## src/rtl/trace_pkg.sv

```systemverilog
// Shared types and defaults for the register-file trace buffer.
package trace_pkg;

  localparam int unsigned DATA_W_DEF = 32;
  localparam int unsigned ADDR_W_DEF = 5;
  localparam int unsigned PC_W_DEF   = 32;
  localparam int unsigned DEPTH_DEF  = 16;
  localparam int unsigned CYC_W_DEF  = 16;

  // Capture/halt controller state.
  typedef enum logic {
    RUN    = 1'b0,
    HALTED = 1'b1
  } trace_state_e;

  // Trace entry at the default widths; the top level re-declares the same
  // layout locally so it follows its own parameter overrides.
  typedef struct packed {
    logic [ADDR_W_DEF-1:0] addr;
    logic [DATA_W_DEF-1:0] data;
    logic [CYC_W_DEF-1:0]  cycle;
  } trace_entry_t;

  // Packed width of one trace entry for a given set of field widths.
  function automatic int unsigned entry_width(input int unsigned addr_w,
                                              input int unsigned data_w,
                                              input int unsigned cyc_w);
    return addr_w + data_w + cyc_w;
  endfunction

endpackage

```

## src/rtl/trace_fifo.sv

```systemverilog
// Synchronous first-word-fall-through FIFO. A push while full is accepted
// only when a pop happens in the same cycle; a pop while empty is ignored.
module trace_fifo #(
  parameter int unsigned WIDTH = 53,
  parameter int unsigned DEPTH = 16
) (
  input  logic                     clk,
  input  logic                     reset,
  input  logic                     push_i,
  input  logic                     pop_i,
  input  logic [WIDTH-1:0]         wdata_i,
  output logic [WIDTH-1:0]         rdata_o,
  output logic                     full_o,
  output logic                     empty_o,
  output logic [$clog2(DEPTH):0]   count_o
);

  localparam int unsigned PTR_W = $clog2(DEPTH);
  localparam int unsigned CNT_W = PTR_W + 1;

  logic [WIDTH-1:0] mem_q [DEPTH];
  logic [PTR_W-1:0] wr_ptr_q, wr_ptr_d;
  logic [PTR_W-1:0] rd_ptr_q, rd_ptr_d;
  logic [CNT_W-1:0] count_q, count_d;
  logic             do_push, do_pop;

  assign full_o  = (count_q == CNT_W'(DEPTH));
  assign empty_o = (count_q == '0);
  assign count_o = count_q;

  assign do_pop  = pop_i && !empty_o;
  assign do_push = push_i && (!full_o || do_pop);

  // Head is forced to zero when empty so the outputs are defined out of reset.
  assign rdata_o = empty_o ? '0 : mem_q[rd_ptr_q];

  // Pointer and occupancy next-state; pointers wrap naturally (DEPTH is 2**n).
  always_comb begin
    wr_ptr_d = wr_ptr_q;
    rd_ptr_d = rd_ptr_q;
    count_d  = count_q;
    if (do_push) wr_ptr_d = wr_ptr_q + PTR_W'(1);
    if (do_pop)  rd_ptr_d = rd_ptr_q + PTR_W'(1);
    if (do_push && !do_pop)      count_d = count_q + CNT_W'(1);
    else if (do_pop && !do_push) count_d = count_q - CNT_W'(1);
  end

  // Pointer and occupancy registers.
  always_ff @(posedge clk) begin
    if (reset) begin
      wr_ptr_q <= '0;
      rd_ptr_q <= '0;
      count_q  <= '0;
    end else begin
      wr_ptr_q <= wr_ptr_d;
      rd_ptr_q <= rd_ptr_d;
      count_q  <= count_d;
    end
  end

  // Storage array; contents need no reset because the head is gated by empty.
  always_ff @(posedge clk) begin
    if (do_push) mem_q[wr_ptr_q] <= wdata_i;
  end

endmodule

```

## src/rtl/regfile_trace_buffer.sv

```systemverilog
// Snoops register-file write-back, filters by a watch mask, and stores
// cycle-stamped entries in a trace FIFO. Halts capture on a PC match or a
// cycle limit; restart resumes and clears the counters.
module regfile_trace_buffer
  import trace_pkg::*;
#(
  parameter int unsigned DATA_W = DATA_W_DEF,
  parameter int unsigned ADDR_W = ADDR_W_DEF,
  parameter int unsigned PC_W   = PC_W_DEF,
  parameter int unsigned DEPTH  = DEPTH_DEF,
  parameter int unsigned CYC_W  = CYC_W_DEF
) (
  input  logic                   clk,
  input  logic                   reset,
  input  logic                   wb_en,
  input  logic [ADDR_W-1:0]      wb_addr,
  input  logic [DATA_W-1:0]      wb_data,
  input  logic [PC_W-1:0]        pc_if,
  input  logic [2**ADDR_W-1:0]   watch_mask,
  input  logic [PC_W-1:0]        halt_pc,
  input  logic                   halt_pc_en,
  input  logic [CYC_W-1:0]       max_cycles,
  input  logic                   restart,
  input  logic                   rd_ready,
  output logic                   rd_valid,
  output logic [ADDR_W-1:0]      rd_addr,
  output logic [DATA_W-1:0]      rd_data,
  output logic [CYC_W-1:0]       rd_cycle,
  output logic [$clog2(DEPTH):0] count,
  output logic [CYC_W-1:0]       drop_cnt,
  output logic [CYC_W-1:0]       cycle,
  output logic                   halted
);

  localparam int unsigned        ENTRY_W = entry_width(ADDR_W, DATA_W, CYC_W);
  localparam logic [CYC_W-1:0]   CYC_MAX = '1;

  typedef struct packed {
    logic [ADDR_W-1:0] addr;
    logic [DATA_W-1:0] data;
    logic [CYC_W-1:0]  cycle;
  } entry_t;

  trace_state_e     state_q, state_d;
  logic [CYC_W-1:0] cycle_q, cycle_d;
  logic [CYC_W-1:0] drop_q, drop_d;

  logic   halt_cond;
  logic   capture;
  logic   pop;
  logic   drop_event;
  logic   fifo_full;
  logic   fifo_empty;
  entry_t wr_entry;
  entry_t rd_entry;

  assign halt_cond = (halt_pc_en && (pc_if == halt_pc)) ||
                     ((max_cycles != '0) && (cycle_q == max_cycles));

  // Register 0 is hard-wired zero, so writes to it are never traced.
  assign capture = (state_q == RUN) && wb_en && (wb_addr != '0) &&
                   watch_mask[wb_addr];

  assign pop        = !fifo_empty && rd_ready;
  assign drop_event = capture && fifo_full && !pop;

  // Stamp uses the pre-increment cycle value of the write-back cycle.
  assign wr_entry = '{addr: wb_addr, data: wb_data, cycle: cycle_q};

  trace_fifo #(
    .WIDTH (ENTRY_W),
    .DEPTH (DEPTH)
  ) u_fifo (
    .clk     (clk),
    .reset   (reset),
    .push_i  (capture),
    .pop_i   (pop),
    .wdata_i (wr_entry),
    .rdata_o (rd_entry),
    .full_o  (fifo_full),
    .empty_o (fifo_empty),
    .count_o (count)
  );

  // Controller next state; restart wins over a halt seen in the same cycle.
  always_comb begin
    state_d = state_q;
    if (restart) begin
      state_d = RUN;
    end else if ((state_q == RUN) && halt_cond) begin
      state_d = HALTED;
    end
  end

  // Controller state register.
  always_ff @(posedge clk) begin
    if (reset) state_q <= RUN;
    else       state_q <= state_d;
  end

  // Saturating cycle stamp (runs only in RUN) and drop counter.
  always_comb begin
    cycle_d = cycle_q;
    drop_d  = drop_q;
    if (restart) begin
      cycle_d = '0;
      drop_d  = '0;
    end else begin
      if ((state_q == RUN) && (cycle_q != CYC_MAX)) cycle_d = cycle_q + CYC_W'(1);
      if (drop_event && (drop_q != CYC_MAX))        drop_d  = drop_q + CYC_W'(1);
    end
  end

  // Counter registers.
  always_ff @(posedge clk) begin
    if (reset) begin
      cycle_q <= '0;
      drop_q  <= '0;
    end else begin
      cycle_q <= cycle_d;
      drop_q  <= drop_d;
    end
  end

  assign rd_valid = !fifo_empty;
  assign rd_addr  = rd_entry.addr;
  assign rd_data  = rd_entry.data;
  assign rd_cycle = rd_entry.cycle;
  assign drop_cnt = drop_q;
  assign cycle    = cycle_q;
  assign halted   = (state_q == HALTED);

endmodule
```

## config.mk

```make
export PLATFORM = sky130hd
export DESIGN_NAME = regfile_trace_buffer
export DESIGN_NICKNAME = d
export VERILOG_FILES = /design/src/rtl/trace_pkg.sv /design/src/rtl/trace_fifo.sv /design/src/rtl/regfile_trace_buffer.sv
export SDC_FILE = /design/constraint.sdc
export NUM_CORES = 1
export LEC_CHECK = 0
export CORE_MARGIN = 2
export CORE_UTILIZATION = 40
export DETAILED_ROUTE_END_ITERATION = 8
export GPL_ROUTABILITY_DRIVEN = 0
export SETUP_SLACK_MARGIN = 0.5
export SYNTH_ARGS = -nofsm -noshare
export SYNTH_HDL_FRONTEND = slang
export SYNTH_SLANG_ARGS = --single-unit
```

## constraint.sdc

```tcl
create_clock -name clk -period 6.1 [get_ports clk]
set_input_delay 1.83 -clock clk [delete_from_list [all_inputs] [get_ports clk]]
set_output_delay 1.83 -clock clk [all_outputs]
set_load 0.02 [all_outputs]
```

==> flow_summary.yaml, run 1 <==
status:
  status: "complete, no violations"
clocking:
  postCtsHoldBufs: 0
  worstSkewPairLatency_ns: 0.64
  clkTransAtPathRegs_ns: 0.06
  cts_sinks: 898
  clock-root-buffer: "clkbuf_16"
  htreeDepth: 3
  cts_buffers: 93
  ctsResizeCount: 0
  ctsLongestPathBuffers: 3
  cts_tree: "done"
synthesis:
  yosysSeqAreaShare: 0.741
  synth_edf_count: 848
  ys_async_sr_fraction: 0
  synth_seq_cells: 898
  synth_top_area_frac: 0.713
  synth_area_per_cell_um2: 21.6
  synth_ff_type: "edfxtp_1"
  yosysTopAreaCell: "edfxtp_1"
  netlist_instances: 1656
  synth_warnings: 0
  yosys-top-cells-count: "edfxtp_1, mux4_2, clkbuf_1"
  synth.area.top_cells: "edfxtp_1, mux4_2, dfxtp_1"
  synth.most_common_cell: "edfxtp_1"
  ys_types: 49
  synth_area_um2: 35700
  synth_nets: 1823
sta:
  fin_tns_setup_ns: 0
  tightest_slew_ns: 1.17
  setup_viol: 0
  drv_slew: 0
  fin_ws_ns: 0.717
  post-route-min-period_ns: 5.38
  grt_setup_unrepaired: "false"
  fmax_mhz: 186
  skew_ns: 0.0232
  slew_headroom: 0.212
  fin_crit_sh: 0.882
  hold_violations: 0
placed_design:
  io_buffers: 246
  dp.cells: 3030
  pre_cts_ws_ns: 0.369
  dp_hpwl_um: 47100
setup_path:
  crit_type: "reg2out"
  start_kind: "register"
  cp.arrival_ns: 3.55
  critPathMaxFanout: 14
  critPathRequiredTime_ns: 4.27
  critPathCaptureType: "output pin"
floorplan:
  die_h_um: 303
  ios: 247
  row_count: 109
  die_area_um2: 91700
  floorplan.initialDensity: 0.404
  core_um2: 88400
  die_x_um: 303
flow_run:
  max_cap_violations: 0
route:
  drcViolationCount: 0
  drt_first_pass_iters: 8
  ant_nets: 0
  routed_wl_um: 84400
  first_iter_violations: 1347
  drt-wirelength-per-cell_um: 26.4
  route.vias.total: 17700
  viasPerCell: 5.54
cells_and_area:
  fillers: 7274
  multi_input_area_um2: 8900
  fin_nets: 2128
  regArea_um2: 26500
  fin_cells: 3203
  drive_gt1_frac: 0.241
  areaGrowthSynthToFinish_pct: 19.9
global_routing:
  antenna_found_initial: 2
  grt_pass1_wl_um: 125000
  track_usage: 0.187
  gr-total-overflow: 0
  grt_pass1_vias: 18700
  grt_max_degree: 61
min_path:
  holdCritPathClass: "reg2reg"
power:
  vdd_ir_drop_max_uv: 304
  p_per_area_nw_per_um2: 381
  power_leakage_nw: 13.2
==> logic make-up after synthesis <==
family | Yosys count | share of synthesized area
AOI/OAI and AO/OA | 37 | 0.00771
DFF | 898 | 0.741
and+or+nand+nor | 248 | 0.0400
muxes | 295 | 0.178
xor gates and xnor gates | 68 | 0.0167
buffers and inverters | 98 | 0.0117
adders and majority gates | 12 | 0.00441
==> stage by stage <==
step                      cell area, um2  power [mW]  hold WS (ns)  utilization
final                              42800        16.3         0.489        0.485
after global routing               42800        17.0         0.537        0.485
after CTS                          42800        16.5         0.494        0.485
after detailed placement           39800        11.0         0.483        0.451
after global placement             39800        11.0         0.477        0.451
after floorplan                    35700        9.45         0.459            -
==> registers in the layout (all words and copies together) (netlist names), named ones only <==
name and count:
u_fifo.count_o 5, cycle 16, drop_cnt 16, u_fifo.mem_q 848
halted 1, u_fifo.rd_ptr_q 4, u_fifo.wr_ptr_q 4
==> power breakdown <==
part           total [mW]  internal (mW)  switching, mW
clock                5.55           3.24           2.31
combinational        3.87           1.99           1.88
sequential           6.90           6.81         0.0941
total                16.3           12.0           4.28
==> cell usage in the layout, fill, tap and decap left out, types with 11 or more instances in the layout <==
master and n:
xor2_1 40, nand2_1 33, clkinv_1 18, clkbuf_16 93
and2_1 58, clkdlybuf4s50_1 246, mux2i_1 17, nand4_1 27
xnor2_1 28, nand3_1 11, edfxtp_1 848, ha_1 11
nor2_1 35, dfxtp_1 46, clkbuf_1 16, clkinv_2 22
or3_1 14, mux4_2 270, buf_4 42, nor4_1 13
==> worst max-delay path, cell delays in order (launching register included) <==
cell             delay (ns)
dfxtp_4                0.55
buf_12                 0.23
buf_4                  0.30
mux4_2                 0.56
mux4_2                 0.48
and2_1                 0.19
clkdlybuf4s50_1        0.57
==> final timing paths <==
check	startpoint	to	slack, ns	depth (start not counted)
min	u_fifo.rd_ptr_q[1]	register	0.49	2
max reg2reg	u_fifo.count_o[1]	u_fifo.count_o[4]	2.30	11
min reg2reg	u_fifo.rd_ptr_q[1]	register	0.49	2
max	register	rd_cycle[6]	0.72	6
==> cell type report <==
class,instances,share of cell area
diodes,1,0.0000584
clock buffers,110,0.0561
clock inverters,61,0.0135
well taps,1165,0.0340
multi-input cells,660,0.208
repair buffers,298,0.0694
flip-flops and latches,898,0.618
inverters,10,0.000876
==> metal layers <==
layer  global-route usage  vias up  routed length (um)
met5                    0        -                  13
met2                0.303      703               41100
met4               0.0515        2                1640
met1                0.262     9367               35900
met3               0.0339      105                5770
li1                     -     7563                   -
==> repair_timing <==
item,4_1_cts,5_1_grt
setup endpoints to repair,2,0
buffers inserted,1,0
endpoints found under the hold margin,0,0
(Power assumes the default switching activity.)
==> run 2, diff against run 1 <==
Settings changed: RECOVER_POWER set to 50.
==> run 2 against run 1 <==
Register-to-register slack gained 0.05 ns. Sequential cell count is the same. Fmax shrank 2.3%. Power shrank 0.14%. Routed wire length is essentially flat. Clock skew shrank 0.00050 ns. Via count shrank 0.14%. Utilization is essentially flat. Setup slack lost 0.12 ns. Non-clock buffer count is the same. Largest power group unchanged.
==> flow_summary.yaml, run 2 (synthesis results as in run 1) <==
min_path:
  holdCritPathClass: "reg2reg"
  min_path_cells: 2
setup_path:
  timing.rr.end: "u_fifo.count_o[4]"
  crit_path_cell_trace: "dlygate4sd3_1 > clkbuf_1 > mux2_2 > a221oi_1 > nand4_2 > and3_1 > buf_4 > ha_1 > inv_1 > ha_1 > a21o_1 > a21oi_1 > xnor2_1 > or3_1 > a21oi_1"
  critPathMaxFanout: 19
  start_kind: "input port"
  crit_type: "in2reg"
  cpMaxStageDelayCell: "dlygate4sd3_1"
  ff2ff_path_depth: 11
  cpPeakStageDelay_ns: 0.72
  cp-startpoint: "wb_addr[0]"
  ff2ff_setup_slack_ns: 2.35
  cp-endpoint: "u_fifo.count_o[4]"
  cp.arrival_ns: 6.08
  critPathCaptureType: "register"
  r2r-start: "u_fifo.count_o[1]"
  critPathRequiredTime_ns: 6.67
placed_design:
  dpl_cell_area_um2: 39800
  dp_hpwl_um: 47100
  dp.cells: 3030
  pre_cts_ws_ns: 0.369
  io_buffers: 246
cells_and_area:
  fin_nets: 2128
  fin_util: 0.484
  drive_gt1_frac: 0.235
  final_common_cell: "edfxtp_1"
  fin_cells: 3206
  layout_common_cells: "edfxtp_1, mux4_2, clkdlybuf4s50_1"
  design_area_um2: 42800
  largest_register: "u_fifo.mem_q"
  largest_register_ffs: 848
  areaGrowthSynthToFinish_pct: 19.8
sta:
  fin_tns_setup_ns: 0
  setup_viol: 0
  tightest_slew_ns: 1.32
  drv_slew: 0
  fmax_mhz: 182
  slew_headroom: 0.118
  hold_violations: 0
  grt_setup_unrepaired: "false"
  skew_ns: 0.0227
  fin_crit_sh: 0.903
  post-route-min-period_ns: 5.51
  fin_ws_ns: 0.593
  holdWs_ns: 0.489
route:
  routed_wl_um: 84400
  ant_nets: 0
  first_iter_violations: 1461
  route.vias.total: 17700
  viasPerCell: 5.53
  drcViolationCount: 0
  drt-wirelength-per-cell_um: 26.3
  drt_first_pass_iters: 5
floorplan:
  die_h_um: 303
  die_area_um2: 91700
  core_um2: 88400
  row_count: 109
  die_x_um: 303
  ios: 247
  floorplan.initialDensity: 0.404
clocking:
  postCtsHoldBufs: 0
  worstSkewPairLatency_ns: 0.64
  clock-root-buffer: "clkbuf_16"
  ctsResizeCount: 0
  cts_sinks: 898
  cts_tree: "done"
  htreeDepth: 3
  post_cts.repair.setup_buffers: 1
  clkTransAtPathRegs_ns: 0.06
  cts_buffers: 93
  ctsLongestPathBuffers: 3
global_routing:
  track_usage: 0.187
  antenna_found_initial: 6
  grt_pass1_vias: 18700
  gr-total-overflow: 0
  grt_max_degree: 61
  grt_pass1_wl_um: 125000
power:
  p_per_area_nw_per_um2: 381
  power_leakage_nw: 13.3
  design_power_total_mw: 16.3
  vdd_ir_drop_max_uv: 300
status:
  status: "complete, no violations"
flow_run:
  max_cap_violations: 0
==> run 2: cell type report <==
type | count | area, um2
antenna | 4 | 10.0
clock buffer | 110 | 2400
clock inverter | 61 | 578
fill | 7279 | 45600
inverter | 10 | 37.5
multi-input combinational | 660 | 8900
tap | 1165 | 1460
timing repair buffer | 298 | 2930
sequential | 898 | 26500
==> run 2: report_power, final <==
group / leakage [nW] / switching (mW) / internal (mW) / total, mW
Clock: 1.46 / 2.31 / 3.24 / 5.55
Sequential: 8.04 / 0.0935 / 6.81 / 6.90
Combinational: 3.79 / 1.87 / 1.98 / 3.85
Total: 13.3 / 4.27 / 12.0 / 16.3
==> run 2: worst min path at each step <==
stage	from	to	slack, ns
after floorplan	u_fifo.rd_ptr_q[3]	register	0.46
after global placement	u_fifo.rd_ptr_q[3]	register	0.48
after detailed placement	u_fifo.rd_ptr_q[1]	register	0.48
after CTS	u_fifo.rd_ptr_q[1]	register	0.49
after global routing	u_fifo.rd_ptr_q[3]	register	0.54
final	u_fifo.rd_ptr_q[1]	register	0.49
==> run 2: critical path, delay by kind of cell <==
family / cells / cell delay, ns
buffers and inverters: 4 / 1.61
xor gates and xnor gates: 1 / 0.09
AOI/OAI and AO/OA: 4 / 0.93
and+or+nand+nor: 3 / 0.63
adders and majority gates: 2 / 0.55
muxes: 1 / 0.41
==> run 2: layer usage <==
layer	global-route usage	vias to the layer above	part of all wire	routed length [um]
met1	0.262	9372	0.43	36000
met5	0	-	0.00028	24
met2	0.303	662	0.49	41100
met3	0.0339	111	0.066	5560
li1	-	7567	-	-
met4	0.0515	4	0.020	1670
